**src/rtl/result_unloader_if.sv**
```systemverilog
// Nibble link between the result unloader and the chip output pins.
// The master presents data/ctrl with valid; the slave answers with ready.
interface result_unloader_if;
    logic [3:0] data_out;
    logic       ctrl_out;
    logic       valid_out;
    logic       ready_in;

    modport master (output data_out, ctrl_out, valid_out, input  ready_in);
    modport slave  (input  data_out, ctrl_out, valid_out, output ready_in);
endinterface

```
**src/rtl/result_unloader.sv**
```systemverilog
// Snapshots a result matrix and streams it on the nibble link:
// an R/C header, then the elements row-major, least-significant nibble first.
module result_unloader #(
    parameter int ELEM_W  = 12,
    parameter int MAX_DIM = 2
) (
    input  logic                              CLK,
    input  logic                              RSTn,
    input  logic                              start,
    input  logic [3:0]                        R_in,
    input  logic [3:0]                        C_in,
    input  logic [MAX_DIM*MAX_DIM*ELEM_W-1:0] res_flat,
    result_unloader_if.master                 link,
    output logic                              busy,
    output logic                              done,
    output logic                              err
);
    localparam int NPE    = ELEM_W / 4;
    localparam int N_NIB  = MAX_DIM * MAX_DIM * NPE;
    localparam int NIB_W  = (NPE > 1) ? $clog2(NPE) : 1;
    localparam int ADDR_W = (N_NIB > 1) ? $clog2(N_NIB) : 1;
    localparam logic [3:0]       MAX_D4   = 4'(MAX_DIM);
    localparam logic [NIB_W-1:0] NIB_LAST = NIB_W'(NPE - 1);

    typedef enum logic [2:0] {IDLE, HDR_R, HDR_C, DATA, FIN} state_e;

    state_e           state_q, state_d;
    logic [3:0]       r_q, r_d, c_q, c_d;
    logic [3:0]       row_q, row_d, col_q, col_d;
    logic [NIB_W-1:0] nib_q, nib_d;
    logic [3:0]       data_q, data_d;
    logic             ctrl_q, ctrl_d, valid_q, valid_d;
    logic             busy_q, busy_d, done_q, done_d, err_q, err_d;

    // Snapshot stored as a flat nibble array: nibble n of element e lives at e*NPE+n.
    logic [3:0]       buf_q [N_NIB];
    logic             buf_load;

    logic xfer, dims_ok, last_nib, last_col, last_row;

    function automatic logic [ADDR_W-1:0] nib_addr(input logic [3:0]       row,
                                                   input logic [3:0]       col,
                                                   input logic [NIB_W-1:0] nib);
        return ADDR_W'((int'(row) * MAX_DIM + int'(col)) * NPE + int'(nib));
    endfunction

    assign xfer     = valid_q && link.ready_in;
    assign dims_ok  = (R_in != 4'd0) && (R_in <= MAX_D4) && (C_in != 4'd0) && (C_in <= MAX_D4);
    assign last_nib = (nib_q == NIB_LAST);
    assign last_col = (col_q == c_q - 4'd1);
    assign last_row = (row_q == r_q - 4'd1);

    always_comb begin
        // NOTE: every _d starts from its _q (pulses from 0) so no path leaves a latch behind.
        state_d  = state_q;
        r_d      = r_q;
        c_d      = c_q;
        row_d    = row_q;
        col_d    = col_q;
        nib_d    = nib_q;
        data_d   = data_q;
        ctrl_d   = ctrl_q;
        valid_d  = valid_q;
        busy_d   = busy_q;
        done_d   = 1'b0;
        err_d    = 1'b0;
        buf_load = 1'b0;

        case (state_q)
            IDLE: begin
                if (start) begin
                    if (dims_ok) begin
                        buf_load = 1'b1;
                        r_d      = R_in;
                        c_d      = C_in;
                        state_d  = HDR_R;
                        valid_d  = 1'b1;
                        ctrl_d   = 1'b1;
                        data_d   = R_in;
                        busy_d   = 1'b1;
                    end else begin
                        err_d = 1'b1;
                    end
                end
            end
            HDR_R: begin
                if (xfer) begin
                    state_d = HDR_C;
                    data_d  = c_q;
                end
            end
            HDR_C: begin
                if (xfer) begin
                    state_d = DATA;
                    row_d   = 4'd0;
                    col_d   = 4'd0;
                    nib_d   = '0;
                    ctrl_d  = 1'b0;
                    data_d  = buf_q[nib_addr(4'd0, 4'd0, '0)];
                end
            end
            DATA: begin
                if (xfer) begin
                    if (last_nib && last_col && last_row) begin
                        state_d = FIN;
                        valid_d = 1'b0;
                        data_d  = 4'd0;
                        done_d  = 1'b1;
                    end else begin
                        // Odometer: nibble, then column, then row; strides stay MAX_DIM wide.
                        nib_d = last_nib ? '0 : nib_q + 1'b1;
                        if (last_nib) begin
                            col_d = last_col ? 4'd0 : col_q + 4'd1;
                            if (last_col) row_d = row_q + 4'd1;
                        end
                        data_d = buf_q[nib_addr(row_d, col_d, nib_d)];
                    end
                end
            end
            FIN: begin
                state_d = IDLE;
                busy_d  = 1'b0;
            end
            default: state_d = IDLE;
        endcase
    end

    // NOTE: sequential state uses <= so every flop samples the pre-edge values.
    always_ff @(posedge CLK) begin
        if (!RSTn) begin
            state_q <= IDLE;
            r_q     <= 4'd0;
            c_q     <= 4'd0;
            row_q   <= 4'd0;
            col_q   <= 4'd0;
            nib_q   <= '0;
            data_q  <= 4'd0;
            ctrl_q  <= 1'b0;
            valid_q <= 1'b0;
            busy_q  <= 1'b0;
            done_q  <= 1'b0;
            err_q   <= 1'b0;
        end else begin
            state_q <= state_d;
            r_q     <= r_d;
            c_q     <= c_d;
            row_q   <= row_d;
            col_q   <= col_d;
            nib_q   <= nib_d;
            data_q  <= data_d;
            ctrl_q  <= ctrl_d;
            valid_q <= valid_d;
            busy_q  <= busy_d;
            done_q  <= done_d;
            err_q   <= err_d;
        end
    end

    // NOTE: the snapshot memory has no reset; it is only read after a load has filled it.
    always_ff @(posedge CLK) begin
        if (buf_load) begin
            for (int i = 0; i < N_NIB; i++) buf_q[i] <= res_flat[i*4 +: 4];
        end
    end

    assign link.data_out  = data_q;
    assign link.ctrl_out  = ctrl_q;
    assign link.valid_out = valid_q;
    assign busy           = busy_q;
    assign done           = done_q;
    assign err            = err_q;
endmodule
```
**src/flat_wrapper.sv**
```systemverilog
// flat-port wrapper written by rule: the top's interface ports become plain ports
module result_unloader_flat 
#(
    parameter int ELEM_W  = 12,
    parameter int MAX_DIM = 2
)
  (CLK, RSTn, start, R_in, C_in, res_flat, busy, done, err, link_data_out, link_ctrl_out, link_valid_out, link_ready_in);
  result_unloader_if link_i ();
  input  logic CLK;
  input  logic RSTn;
  input  logic start;
  input  logic [3:0] R_in;
  input  logic [3:0] C_in;
  input  logic [MAX_DIM*MAX_DIM*ELEM_W-1:0] res_flat;
  output logic busy;
  output logic done;
  output logic err;
  output wire logic [$bits(link_i.data_out)-1:0] link_data_out;
  output wire logic [$bits(link_i.ctrl_out)-1:0] link_ctrl_out;
  output wire logic [$bits(link_i.valid_out)-1:0] link_valid_out;
  input wire logic [$bits(link_i.ready_in)-1:0] link_ready_in;
  assign link_data_out = link_i.data_out;
  assign link_ctrl_out = link_i.ctrl_out;
  assign link_valid_out = link_i.valid_out;
  assign link_i.ready_in = link_ready_in;
  result_unloader #(.ELEM_W(ELEM_W), .MAX_DIM(MAX_DIM)) u_core (.CLK(CLK), .RSTn(RSTn), .start(start), .R_in(R_in), .C_in(C_in), .res_flat(res_flat), .link(link_i), .busy(busy), .done(done), .err(err));
endmodule
```
**config.mk**
```make
export PLATFORM = sky130hd
export DESIGN_NAME = result_unloader_flat
export DESIGN_NICKNAME = d
export VERILOG_FILES = /design/src/rtl/result_unloader_if.sv /design/src/rtl/result_unloader.sv /design/src/flat_wrapper.sv
export SDC_FILE = /design/constraint.sdc
export NUM_CORES = 1
export LEC_CHECK = 0
export ABC_AREA = 1
export CAP_MARGIN = 30
export CORE_MARGIN = 2
export CORE_UTILIZATION = 35
export CTS_CLUSTER_DIAMETER = 100
export DETAILED_ROUTE_END_ITERATION = 6
export HOLD_SLACK_MARGIN = 0.03
export MAX_ROUTING_LAYER = met4
export PLACE_DENSITY_LB_ADDON = 0.2
export RECOVER_POWER = 100
export SYNTH_ARGS = -nofsm -noshare
export SYNTH_HDL_FRONTEND = slang
export SYNTH_SLANG_ARGS = --single-unit
```
**constraint.sdc**
```tcl
create_clock -name CLK -period 6.1 [get_ports CLK]
set_input_delay 0.915 -clock CLK [delete_from_list [all_inputs] [get_ports CLK]]
set_output_delay 0.915 -clock CLK [all_outputs]
set_load 0.02 [all_outputs]
```
==> key figures <==
Status
  – Outcome: complete, but fails checks
  – Failing checks: max-capacitance violations, max-slew violations

Clock tree
  – CTS tree: yes
  – Clock-pin slew on the worst setup and hold paths: 0.09 ns
  – H-Tree Depth: 3
  – Hold buffer count at CTS: 0
  – Clk_lat worst skew: 0.35 ns
  – Postcts setup bufs: 0
  – # resized after CTS: 0
  – Root Driver: clkbuf_8
  – Max clock buf depth: 2
  – Number of buffers created by CTS: 9
  – Clock sinks: 78

Timing
  – Final WS setup: 1.00 ns
  – F_max: 196 MHz
  – Final worst-path cycle share: 83.6%
  – Sum Neg Setup Slack: 0 ns
  – Layout Skew: 0.0115 ns
  – Hold Vio Cnt, Final: 0
  – Relative slew slack: -27.8%
  – Worst slew pin tran: 1.91 ns
  – Final Max Slew Viols: 45
  – Tmin final: 5.10 ns
  – Unrepaired setup endpoints after global routing: false
  – Finish-stage setup viols: 0

Place
  – Dpl cell area: 4660 um^2
  – Post-DP HPWL: 6740 um
  – Port Buffers: 68
  – Setup slack at placement: 1.41 ns
  – GPL Wtd Cong: 0.953

Flow run
  – Max-capacitance violation count: 1

Worst setup path
  – CP Launch Type: flop
  – Worst Path Arrival: 5.04 ns
  – CP Class: flop to flop
  – Critical path peak fanout: 44
  – CP required: 6.04 ns
  – CP Capture Type: flop

Routing
  – Total number of vias: 3081
  – DRT Wirelength: 9050 um
  – Drt drc: 0
  – Drt first pass iters: 6
  – Final ANT Viol Nets: 0
  – Drt via density: 4.84
  – Drt initial violations: 221
  – Drt wl/cell: 14.2 um

Logic synthesis
  – Mean post-synth cell area: 9.09 um^2
  – Sequential area share after synthesis: 53.4%
  – Gate Count Post-Synth: 421
  – Ys Warns: 0
  – Synthesized area: 3820 um^2
  – Syn Nets: 494
  – Number of distinct library cells after synthesis: 34
  – Synth Register Bits: 78

Finish
  – Core Util, Final: 45.1%
  – Final Cell Area: 4850 um^2
  – Most frequent cells in the layout: 92 x nand2_1, 58 x dlygate4sd3_1, 48 x edfxtp_1, 46 x inv_1, 41 x nor2_1
  – Share of cells above drive strength 1: 4.23%
  – Layout Nets: 565
  – Ant diodes: 0
  – Layout area overhead: 26.7%
  – Commonest non-fill, non-tap cell in the layout: nand2_1

GRT
  – Largest net degree at the start of global routing: 45
  – First-pass GRT wire length: 14900 um
  – GR Overflow Total: 0
  – Initial antenna violation count: 0
  – Vias in the first global route: 3030
  – Total GRT Usage: 17.0%

Power
  – Power density cells: 381 nW/um^2
  – Maximum vdd drop: 0.000204 V
  – LEAKAGE: 1.86 nW
  – Power, Total: 0.00184 W

Hold path
  – Min-Delay Path Class: flop to flop

Floorplanning
  – Die area: 11800 um^2
  – Cell row count: 38
  – Core Area: 10700 um^2
  – I/O Pins: 69
  – Die width: 109 um
  – Initial Util: 35.6%
  – Die Y: 109 um
==> worst max-delay path, cell delays in order, from the launching register on <==
cell and delay, ns:
dfxtp_1 0.39, inv_1 0.12, ha_1 0.31, inv_1 0.04, nand2_1 0.07, nand2_1 0.05
nor2_1 0.08, nand3_1 0.07, nor2_1 0.14, nand2_1 0.22, nor3_1 0.44, clkinv_1 0.14
nand2_1 0.15, nand2_1 0.18, nand2_4 0.11, nand2_1 0.26, inv_1 0.42, dlymetal6s2s_1 1.45
==> layer usage <==
metal  part of all wire [%]  GRT usage [%]  wire length, um
met4                    1.8           6.32              161
met1                     47           21.5             4260
met5                      0              -                0
met3                    4.3           3.56              389
met2                     47           26.8             4240
==> cell usage after synthesis (all sizes together) <==
library cell	instances	area (um^2)
a21oi	27	139
a221oi	4	35.0
a32o	4	40.0
buf	2	15.0
clkbuf	7	26.3
clkinv	1	3.75
dfxtp	30	601
edfxtp	48	1440
fa	2	40.0
ha	11	138
inv	49	184
nand2	94	393
nand3	32	160
nand4	3	18.8
nor2	41	156
nor3	7	46.3
nor3b	1	7.51
nor4	1	6.26
o2111a	1	11.3
o211ai	3	22.5
o21ai	29	145
o221ai	4	35.0
o22ai	4	25.0
or2	2	12.5
xnor2	8	70.1
xor2	6	52.6
==> power breakdown <==
group / total [W] / internal (W) / switching [W]
combinational: 0.000540 / 0.000186 / 0.000354
sequential: 0.000836 / 0.000779 / 0.0000571
clock: 0.000468 / 0.000271 / 0.000197
total: 0.00184 / 0.00124 / 0.000608
==> registers in the layout, summed over array words and instances (netlist names), 2 cells and up <==
signal / count
u_core.buf_q: 48
u_core.c_q: 4
u_core.col_q: 4
u_core.link.data_out: 4
u_core.nib_q: 2
u_core.r_q: 4
u_core.row_q: 4
u_core.state_q: 3
==> path summary, 6_finish.rpt <==
path | startpoint | to | slack [ns] | cells past startpoint
max reg2reg | u_core.c_q[0] | u_core.buf_q[11][3] | 1.0 | 17
min reg2reg | u_core.r_q[3] | u_core.r_q[3] | 0.46 | 2
min | u_core.r_q[3] | u_core.r_q[3] | 0.46 | 2
max | u_core.c_q[0] | u_core.buf_q[11][3] | 1.0 | 17
==> metrics by stage <==
stage | hold WS (ns) | instances
after floorplan | 0.430 | 421
after CTS | 0.464 | 637
final | 0.463 | 637
after global placement | 0.451 | 620
after detailed placement | 0.450 | 621
after global routing | 0.494 | 637
==> area by class of cell <==
cell class	count	area, um^2
fill	1065	5900
sequential	78	2040
multi-input combinational	284	1510
timing repair buffer	69	693
inverter	50	188
tap	140	175
clock buffer	10	128
clock inverter	6	110
==> cells by family (layout without fill, tap and decap cells) <==
kind of cell,after synthesis,after routing,share of synthesized area [%]
compound gates,76,76,11.8
xor+xnor,14,14,3.21
fa+ha+maj,13,13,4.65
flops,78,78,53.4
simple gates,181,181,20.9
buf+inv,59,135,5.99
(Power assumes the default switching activity.)
